## config.mk

```make
export PLATFORM = sky130hd
export DESIGN_NAME = uart_word_tx
export DESIGN_NICKNAME = d
export VERILOG_FILES = /design/src/rtl/uart_word_tx.sv
export SDC_FILE = /design/constraint.sdc
export NUM_CORES = 1
export LEC_CHECK = 0
export ABC_AREA = 1
export CORE_MARGIN = 10
export CORE_UTILIZATION = 40
export CTS_CLUSTER_DIAMETER = 40
export DETAILED_ROUTE_END_ITERATION = 10
export HOLD_SLACK_MARGIN = 0.02
export PLACE_DENSITY = 0.55
export SLEW_MARGIN = 30
export SYNTH_ARGS = -nofsm -noshare
export SYNTH_HDL_FRONTEND = slang
export SYNTH_SLANG_ARGS = --single-unit
```

## constraint.sdc

```tcl
create_clock -name CLK -period 5.7 [get_ports CLK]
set_input_delay 1.14 -clock CLK [delete_from_list [all_inputs] [get_ports CLK]]
set_output_delay 1.14 -clock CLK [all_outputs]
set_load 0.02 [all_outputs]
```

## src/rtl/uart_word_tx.sv

```systemverilog
// uart_word_tx: word-wide UART transmitter fed by a small word FIFO.
// Define UART_WORD_TX_PARITY_EN to append an even-parity bit to every frame.
`timescale 1ns/1ps
module uart_word_tx #(
    parameter int SYS_CLK_FREQ   = 100,
    parameter int BAUDRATE       = 921600,
    parameter int W_D            = 32,
    parameter int FIFO_AW        = 2,
    parameter int MSB_BYTE_FIRST = 0
) (
    input  logic             CLK,
    input  logic             RST_N,
    input  logic [W_D-1:0]   D,
    input  logic             ENQ,
    output logic             FULL,
    output logic             EMPTY,
    output logic [FIFO_AW:0] COUNT,
    output logic             BUSY,
    output logic             TXD
);

    localparam int SERIAL_WCNT = (SYS_CLK_FREQ * 1000000) / BAUDRATE;
    localparam int CW          = (SERIAL_WCNT > 1) ? $clog2(SERIAL_WCNT) : 1;
    localparam int NBYTES      = W_D / 8;
    localparam int DEPTH       = 1 << FIFO_AW;

    localparam logic [CW-1:0]    BIT_LOAD  = CW'(SERIAL_WCNT - 1);
    localparam logic [2:0]       BYTE_LAST = 3'(NBYTES - 1);
    localparam logic [FIFO_AW:0] DEPTH_C   = {1'b1, {FIFO_AW{1'b0}}};

`ifdef UART_WORD_TX_PARITY_EN
    localparam bit PARITY_EN = 1'b1;
`else
    localparam bit PARITY_EN = 1'b0;
`endif

    localparam logic [2:0] S_IDLE   = 3'd0;
    localparam logic [2:0] S_LOAD   = 3'd1;
    localparam logic [2:0] S_START  = 3'd2;
    localparam logic [2:0] S_DATA   = 3'd3;
    localparam logic [2:0] S_PARITY = 3'd4;
    localparam logic [2:0] S_STOP   = 3'd5;

    logic [W_D-1:0]     mem [DEPTH];
    logic [FIFO_AW-1:0] wr_ptr, rd_ptr;
    logic [FIFO_AW:0]   cnt_nxt;
    logic               push, pop;

    logic [2:0]         state;
    logic [CW-1:0]      bit_cnt;
    logic [2:0]         bit_idx;
    logic [2:0]         byte_cnt;
    logic [W_D-1:0]     word_sr;
    logic [7:0]         cur_byte;
    logic               bit_tc;

    // ENQ is refused while full even if LOAD frees a slot on the same edge
    assign push = ENQ && !FULL;
    assign pop  = (state == S_LOAD);

    always_comb begin
        cnt_nxt = COUNT;
        if (push && !pop)
            cnt_nxt = COUNT + 1'b1;
        else if (pop && !push)
            cnt_nxt = COUNT - 1'b1;
    end

    always_ff @(posedge CLK) begin
        if (push)
            mem[wr_ptr] <= D;
    end

    always_ff @(posedge CLK or negedge RST_N) begin
        if (!RST_N) begin
            wr_ptr <= '0;
            rd_ptr <= '0;
            COUNT  <= '0;
            FULL   <= 1'b0;
            EMPTY  <= 1'b1;
        end else begin
            if (push)
                wr_ptr <= wr_ptr + 1'b1;
            if (pop)
                rd_ptr <= rd_ptr + 1'b1;
            COUNT <= cnt_nxt;
            FULL  <= (cnt_nxt == DEPTH_C);
            EMPTY <= (cnt_nxt == '0);
        end
    end

    assign cur_byte = (MSB_BYTE_FIRST != 0) ? word_sr[W_D-1 -: 8] : word_sr[7:0];
    assign bit_tc   = (bit_cnt == '0);
    assign BUSY     = (state != S_IDLE);

    // TXD is registered and updated on the edge that enters each bit
    always_ff @(posedge CLK or negedge RST_N) begin
        if (!RST_N) begin
            state    <= S_IDLE;
            bit_cnt  <= '0;
            bit_idx  <= '0;
            byte_cnt <= '0;
            word_sr  <= '0;
            TXD      <= 1'b1;
        end else begin
            case (state)
                S_IDLE: begin
                    TXD <= 1'b1;
                    if (!EMPTY)
                        state <= S_LOAD;
                end
                S_LOAD: begin
                    word_sr  <= mem[rd_ptr];
                    byte_cnt <= BYTE_LAST;
                    bit_cnt  <= BIT_LOAD;
                    TXD      <= 1'b0;
                    state    <= S_START;
                end
                S_START: begin
                    if (bit_tc) begin
                        bit_idx <= '0;
                        bit_cnt <= BIT_LOAD;
                        TXD     <= cur_byte[0];
                        state   <= S_DATA;
                    end else begin
                        bit_cnt <= bit_cnt - 1'b1;
                    end
                end
                S_DATA: begin
                    if (bit_tc) begin
                        bit_cnt <= BIT_LOAD;
                        if (bit_idx == 3'd7) begin
                            if (PARITY_EN) begin
                                TXD   <= ^cur_byte;
                                state <= S_PARITY;
                            end else begin
                                TXD   <= 1'b1;
                                state <= S_STOP;
                            end
                        end else begin
                            bit_idx <= bit_idx + 3'd1;
                            TXD     <= cur_byte[bit_idx + 3'd1];
                        end
                    end else begin
                        bit_cnt <= bit_cnt - 1'b1;
                    end
                end
                S_PARITY: begin
                    if (bit_tc) begin
                        bit_cnt <= BIT_LOAD;
                        TXD     <= 1'b1;
                        state   <= S_STOP;
                    end else begin
                        bit_cnt <= bit_cnt - 1'b1;
                    end
                end
                S_STOP: begin
                    if (bit_tc) begin
                        if (byte_cnt != '0) begin
                            byte_cnt <= byte_cnt - 1'b1;
                            word_sr  <= (MSB_BYTE_FIRST != 0) ? (word_sr << 8) : (word_sr >> 8);
                            bit_cnt  <= BIT_LOAD;
                            TXD      <= 1'b0;
                            state    <= S_START;
                        end else if (!EMPTY) begin
                            state <= S_LOAD;
                        end else begin
                            state <= S_IDLE;
                        end
                    end else begin
                        bit_cnt <= bit_cnt - 1'b1;
                    end
                end
                default: begin
                    TXD   <= 1'b1;
                    state <= S_IDLE;
                end
            endcase
        end
    end

endmodule

```

Word-level counts from Yosys, hierarchy flattened. Memory sizes are Yosys's and may differ from the RTL's. Cells that the tools add are included. Widths: inputs -> output; s select.

Bits of input ports: 35. Register bits: 58. Word-level logic and storage cells: 92. RAM bits: 128. Memories kept: 1.

Mux-type cells: 36. Order comparisons: 1. Add/sub/neg operators: 7. Equal/unequal tests: 16. Reductions and logical operators: 20.

Memory list: mem (depth 4, bits a word 32, rd ports 1, clocked after memory_dff 0, wr ports 1, line 44) `logic [W_D-1:0] mem [DEPTH];`.

Operators with widths (number): $mux 32 (2); $pmux 32 s2 (1); $mux 3 (13); $mux 7 (3); $pmux 7 s3 (1); $pmux 3 s6 (1); $ne 2x2->1 const B (8); $eq 3x3->1 const B (4); $pmux 3 s2 (2); $mux 1 (10); $reduce_bool 3->1 (3); $logic_not 7->1 (1); $sub 7x1->7 const B (1); $add 3x1->3 const B (2); $eq 3x2->1 const B (2); $logic_not 3->1 (2); $reduce_and 6->1 (1); $sub 3x1->3 const B (2); $pmux 1 s5 (1); $reduce_and 5->1 (1); $add 2x1->2 const B (2); $lt 3x4->1 const B (1); $reduce_and 4->1 (1); $reduce_bool 2->1 (2); other kinds (9) (13).

Longest topological paths before layout.
Depth in word-level cells: 7. Mapped depth: 11. Depth with buffers taken out: 10.

Least setup slack after synthesis. No wires, ideal clock.

Path kind: input port to flip-flop. Start point: input ENQ. End point: memory mem[0][0], enable pin. Data arrival time: 2958 ps. Buffers on the path: 0. Library setup time: 421 ps. Stages: 4. Setup slack: 2321 ps. Cell sequence: inv_1 -> nor2_1 -> inv_1 -> nor2_1.

Longest elaborated chain between the ends: 3.

Ends and longest elaborated chain: from (decl) (line 14) `input logic ENQ,`; $logic_and 1x1->1 (line 58) `assign push = ENQ && !FULL;`; $mux 1 (line 70) `if (push)`; $mux 1 (implied by the code) (line 71) `mem[wr_ptr] <= D;`; to (decl) (line 44).

No other way between the ends.

Worst setup path after layout.
Start point: register state[2]. End point: output BUSY.

Longest elaborated chain between the ends: 1.

Ends and longest elaborated chain: from (decl) (line 49) `logic [2:0] state;`; from (signal assigned) (line 99) `state <= S_IDLE;`; from (signal assigned) (line 110) `state <= S_LOAD;`; from (signal assigned) (line 117) `state <= S_START;`; $reduce_bool 3->1 (line 94) `assign BUSY = (state != S_IDLE);`; to (decl) (line 18) `output logic BUSY,`.

No other way between the ends.

==> run_results.csv <==
group,metric,value,unit
yosys,ys_ff_latch,186,
route,ant_nets,0,
job,maxCapViolations,0,
yosys,ys_seq_area_frac,0.663,
cts,cts_max_level,4,
pwr,clkPwrFrac,0.346,
sta,final.period_utilization,0.505,
placed_design,io_buffers,41,
worst_setup_path,timing.critical_path.buf_inv,2,
sta,period_needed,2880,ps
cts,ctsResizeCount,0,
cts,cts_tree,"built",
floorplan,start_util,0.409,
placed_design,place.gp.congestion,0.779,
pwr,switching_share,0.275,
sta,clock.fmax,347,MHz
worst_setup_path,cp_data_arrival_time,1740,ps
yosys,synth_top_cell_by_area,"edfxtp_1",
worst_setup_path,worstPathMaxFanout,6,
route,firstDrtPassIters,4,
yosys,synth_area_leaders,"edfxtp_1, dfrtp_1, nand2_1",
global_route,antenna_found_initial,0,
cts,ctsHoldBuffers,0,
final_layout,finalNetCount,818,
yosys,synth_compound_area_frac,0.0808,
yosys,syn_inst,732,
cts,ctsLongestPathBuffers,2,
floorplan,fp.dieArea,0.0260,sq mm
outcome,outcome,"finished, final reports clean",
sta,slew_viol_final,0,
cts,worstSkewPairLatency,430,ps
cts,clk_pin_slew_worst_paths,70,ps
pwr,p_int,2.43,mW
worst_setup_path,crit_slowest_cell,"clkdlybuf4s50_1",
route,wl,16300,microns
sta,setup-tns-final,0,ps
cts,cts_root_buffer,"clkbuf_16",
worst_setup_path,path_cells,"inv_2, nand2_1, clkdlybuf4s50_1",
global_route,grt-ovfl-total,0,
sta,setup_viol,0,
hold_path,hold_class,"reg2reg",
global_route,grt_pass1_wl,26600,microns
pwr,peakVddDrop,190,uV
cts,cts.sinks,186,
route,wl_per_cell,15.6,microns
global_route,grt_max_degree,68,
pwr,pwr-share-seq,0.520,
pwr,netSwitchingPower,0.921,mW
yosys,synth_top_area_frac,0.481,
sta,setup_ws,2820,ps
worst_setup_path,cp-end-kind,"primary output",
worst_setup_path,required,4560,ps
yosys,synth.cell_area,0.00799,sq mm
final_layout,insertedDiodeCount,0,
pwr,combPwrFrac,0.133,
sta,rsz0062_at_grt,"false",
pwr,power_density,363,mW/mm^2
route,drt_iter0_markers,198,
cts,postCtsSetupRepairBufs,0,
yosys,synth_fp_nets,779,
cts,numCtsBuffers,17,
worst_setup_path,crit_path_start_kind,"flip-flop",
pwr,leakage,3.68,nW
floorplan,design.core.area,0.0195,sq mm
sta,relSlewSlack,0.499,
sta,hold_viol_final,0,
worst_setup_path,criticalPathCategory,"reg2out",
final_layout,syn_to_final_growth,15.6,%
floorplan,fp-row-count,51,
global_route,grt_pass1_vias,5088,
global_route,track_usage,0.129,
worst_setup_path,critical_path.max_stage_delay,600,ps
floorplan,ios,42,
yosys,yosys.area_share.adder,0.0188,
yosys,synthMuxAreaShare,0,
yosys,yosysWarnings,0,
placed_design,dp_slack,2440,ps
final_layout,drive_gt1_frac,0.116,
sta,tightest_slew,752,ps
floorplan,die_width,161,microns
yosys,synth-xor-area-share,0.00658,
worst_setup_path,path_delay_family,"buffers and inverters",
route,vias_per_cell,4.84,
route,vias,5072,
floorplan,chipHeight,161,microns
yosys,ys_types,35,
sta,finalClockSkew,15.4,ps
yosys,synth-simple-area-share,0.175,
route,drc,0,
yosys,synth_top_family_by_area,"simple AND/OR/NAND/NOR gates",
yosys,synth.avg_cell_area,10.9,sq um
placed_design,hpwl,9880,microns
synthesized netlist by cell type:
master	number
o21bai_1	1
nor2_4	2
xnor2_1	1
a22oi_1	1
a21oi_1	5
o22ai_2	1
ha_1	12
xor2_1	5
o211ai_1	3
buf_6	4
nand2_2	2
buf_8	1
nor2_1	38
edfxtp_1	128
nand2_4	3
nand3b_1	1
o21ai_2	26
buf_1	1
buf_2	6
dfstp_2	2
nand2_1	189
inv_2	5
o21ai_1	5
clkbuf_1	16
clkbuf_2	1
inv_1	61
nor3_1	1
o21ai_0	51
o22ai_1	10
buf_12	1
nand3_1	88
nor2_2	2
clkinv_8	1
dfrtp_1	56
nand4_1	2
final timing paths:
path | from | end | slack (ps) | depth (start not counted)
max in group asynchronous | RST_N | rd_ptr[0]$_DFFE_PN0N_ | 4310 | 2
worst min register to register | word_sr[3]$_DFFE_PN0P_ | word_sr[3]$_DFFE_PN0P_ | 480 | 2
worst max-delay path | state[2]$_DFFE_PN0P_ | BUSY | 2820 | 3
worst min-delay path | word_sr[3]$_DFFE_PN0P_ | word_sr[3]$_DFFE_PN0P_ | 480 | 2
worst max register to register | rd_ptr[0]$_DFFE_PN0N_ | word_sr[0]$_DFFE_PN0P_ | 3580 | 9
min in group asynchronous | RST_N | bit_cnt[4]$_DFFE_PN0P_ | 860 | 2
cells in the final DEF, fill, tap and decap left out, types with 2 or more instances in the layout:
cell / n
a21oi_1: 5
clkinv_8: 6
o21ai_2: 26
o21ai_0: 51
xor2_1: 5
clkdlybuf4s50_1: 40
inv_8: 4
inv_6: 3
nand4_1: 2
nor2_2: 7
dfrtp_1: 55
o22ai_1: 10
inv_1: 61
o21ai_1: 5
nand3_1: 88
buf_4: 9
clkinv_4: 2
nand2_4: 4
nand2_1: 189
nor2_4: 2
edfxtp_1: 128
nor2_1: 33
o211ai_1: 3
ha_1: 12
clkbuf_16: 17
dfstp_2: 2
inv_2: 5
worst register-to-register path: cells and delay by family, from the launching register on:
family                 cells  cell delay [ps]
and+or+nand+nor            4              530
AOI/OAI and AO/OA          2              200
DFF                        1              390
buffers and inverters      3              940
power groups by stage:
stage	sequential [mW]	combinational (mW)	clock [mW]
3_3_place_gp	1.77	0.444	0
6_report	1.75	0.447	1.16
2_1_floorplan	1.79	0.242	0
3_5_place_dp	1.78	0.456	0
4_1_cts	1.75	0.460	1.19
5_1_grt	1.76	0.505	1.25
logic make-up (layout without fill, tap and decap cells):
family,count (synthesis),after routing
and+or+nand+nor,328,328
buffers and inverters,97,149
DFF,186,186
xor gates and xnor gates,6,6
AOI/OAI and AO/OA,103,103
adders and majority gates,12,12
through the flow:
step           instances  power [mW]  utilization  area (sq um)  hold slack (ps)
2_1_floorplan        732        2.03            -          7990              449
3_3_place_gp        1017        2.22        0.442          8620              471
3_5_place_dp        1017        2.23        0.442          8630              472
4_1_cts             1049        3.40        0.473          9230              492
5_1_grt             1049        3.51        0.473          9230              504
6_report            1049        3.35        0.473          9230              483
area by class of cell:
type,count,area (sq um)
Timing Repair Buffer,50,473
Clock buffer,18,429
Clock inverter,14,170
Tap cell,265,332
Multi-Input combinational cell,449,2260
Fill cell,1803,10300
Inverter,67,264
Sequential cell,186,5300
state kept, by name, summed over array words and instances, names as in the netlist:
name and count:
state 3, EMPTY 1, mem 128, rd_ptr 2
byte_cnt 3, bit_idx 3, bit_cnt 7, TXD 1
FULL 1, word_sr 32, wr_ptr 2, COUNT 3
metal layers:
metal  share of wire  GRT usage  up-vias
li1                -          -     2555
met1            0.44      0.158     2445
met2            0.52      0.219       62
met3           0.033     0.0341       10
met4          0.0059     0.0343        0
met5               0          0        -
No activity file was read; power rests on OpenSTA's default activity.
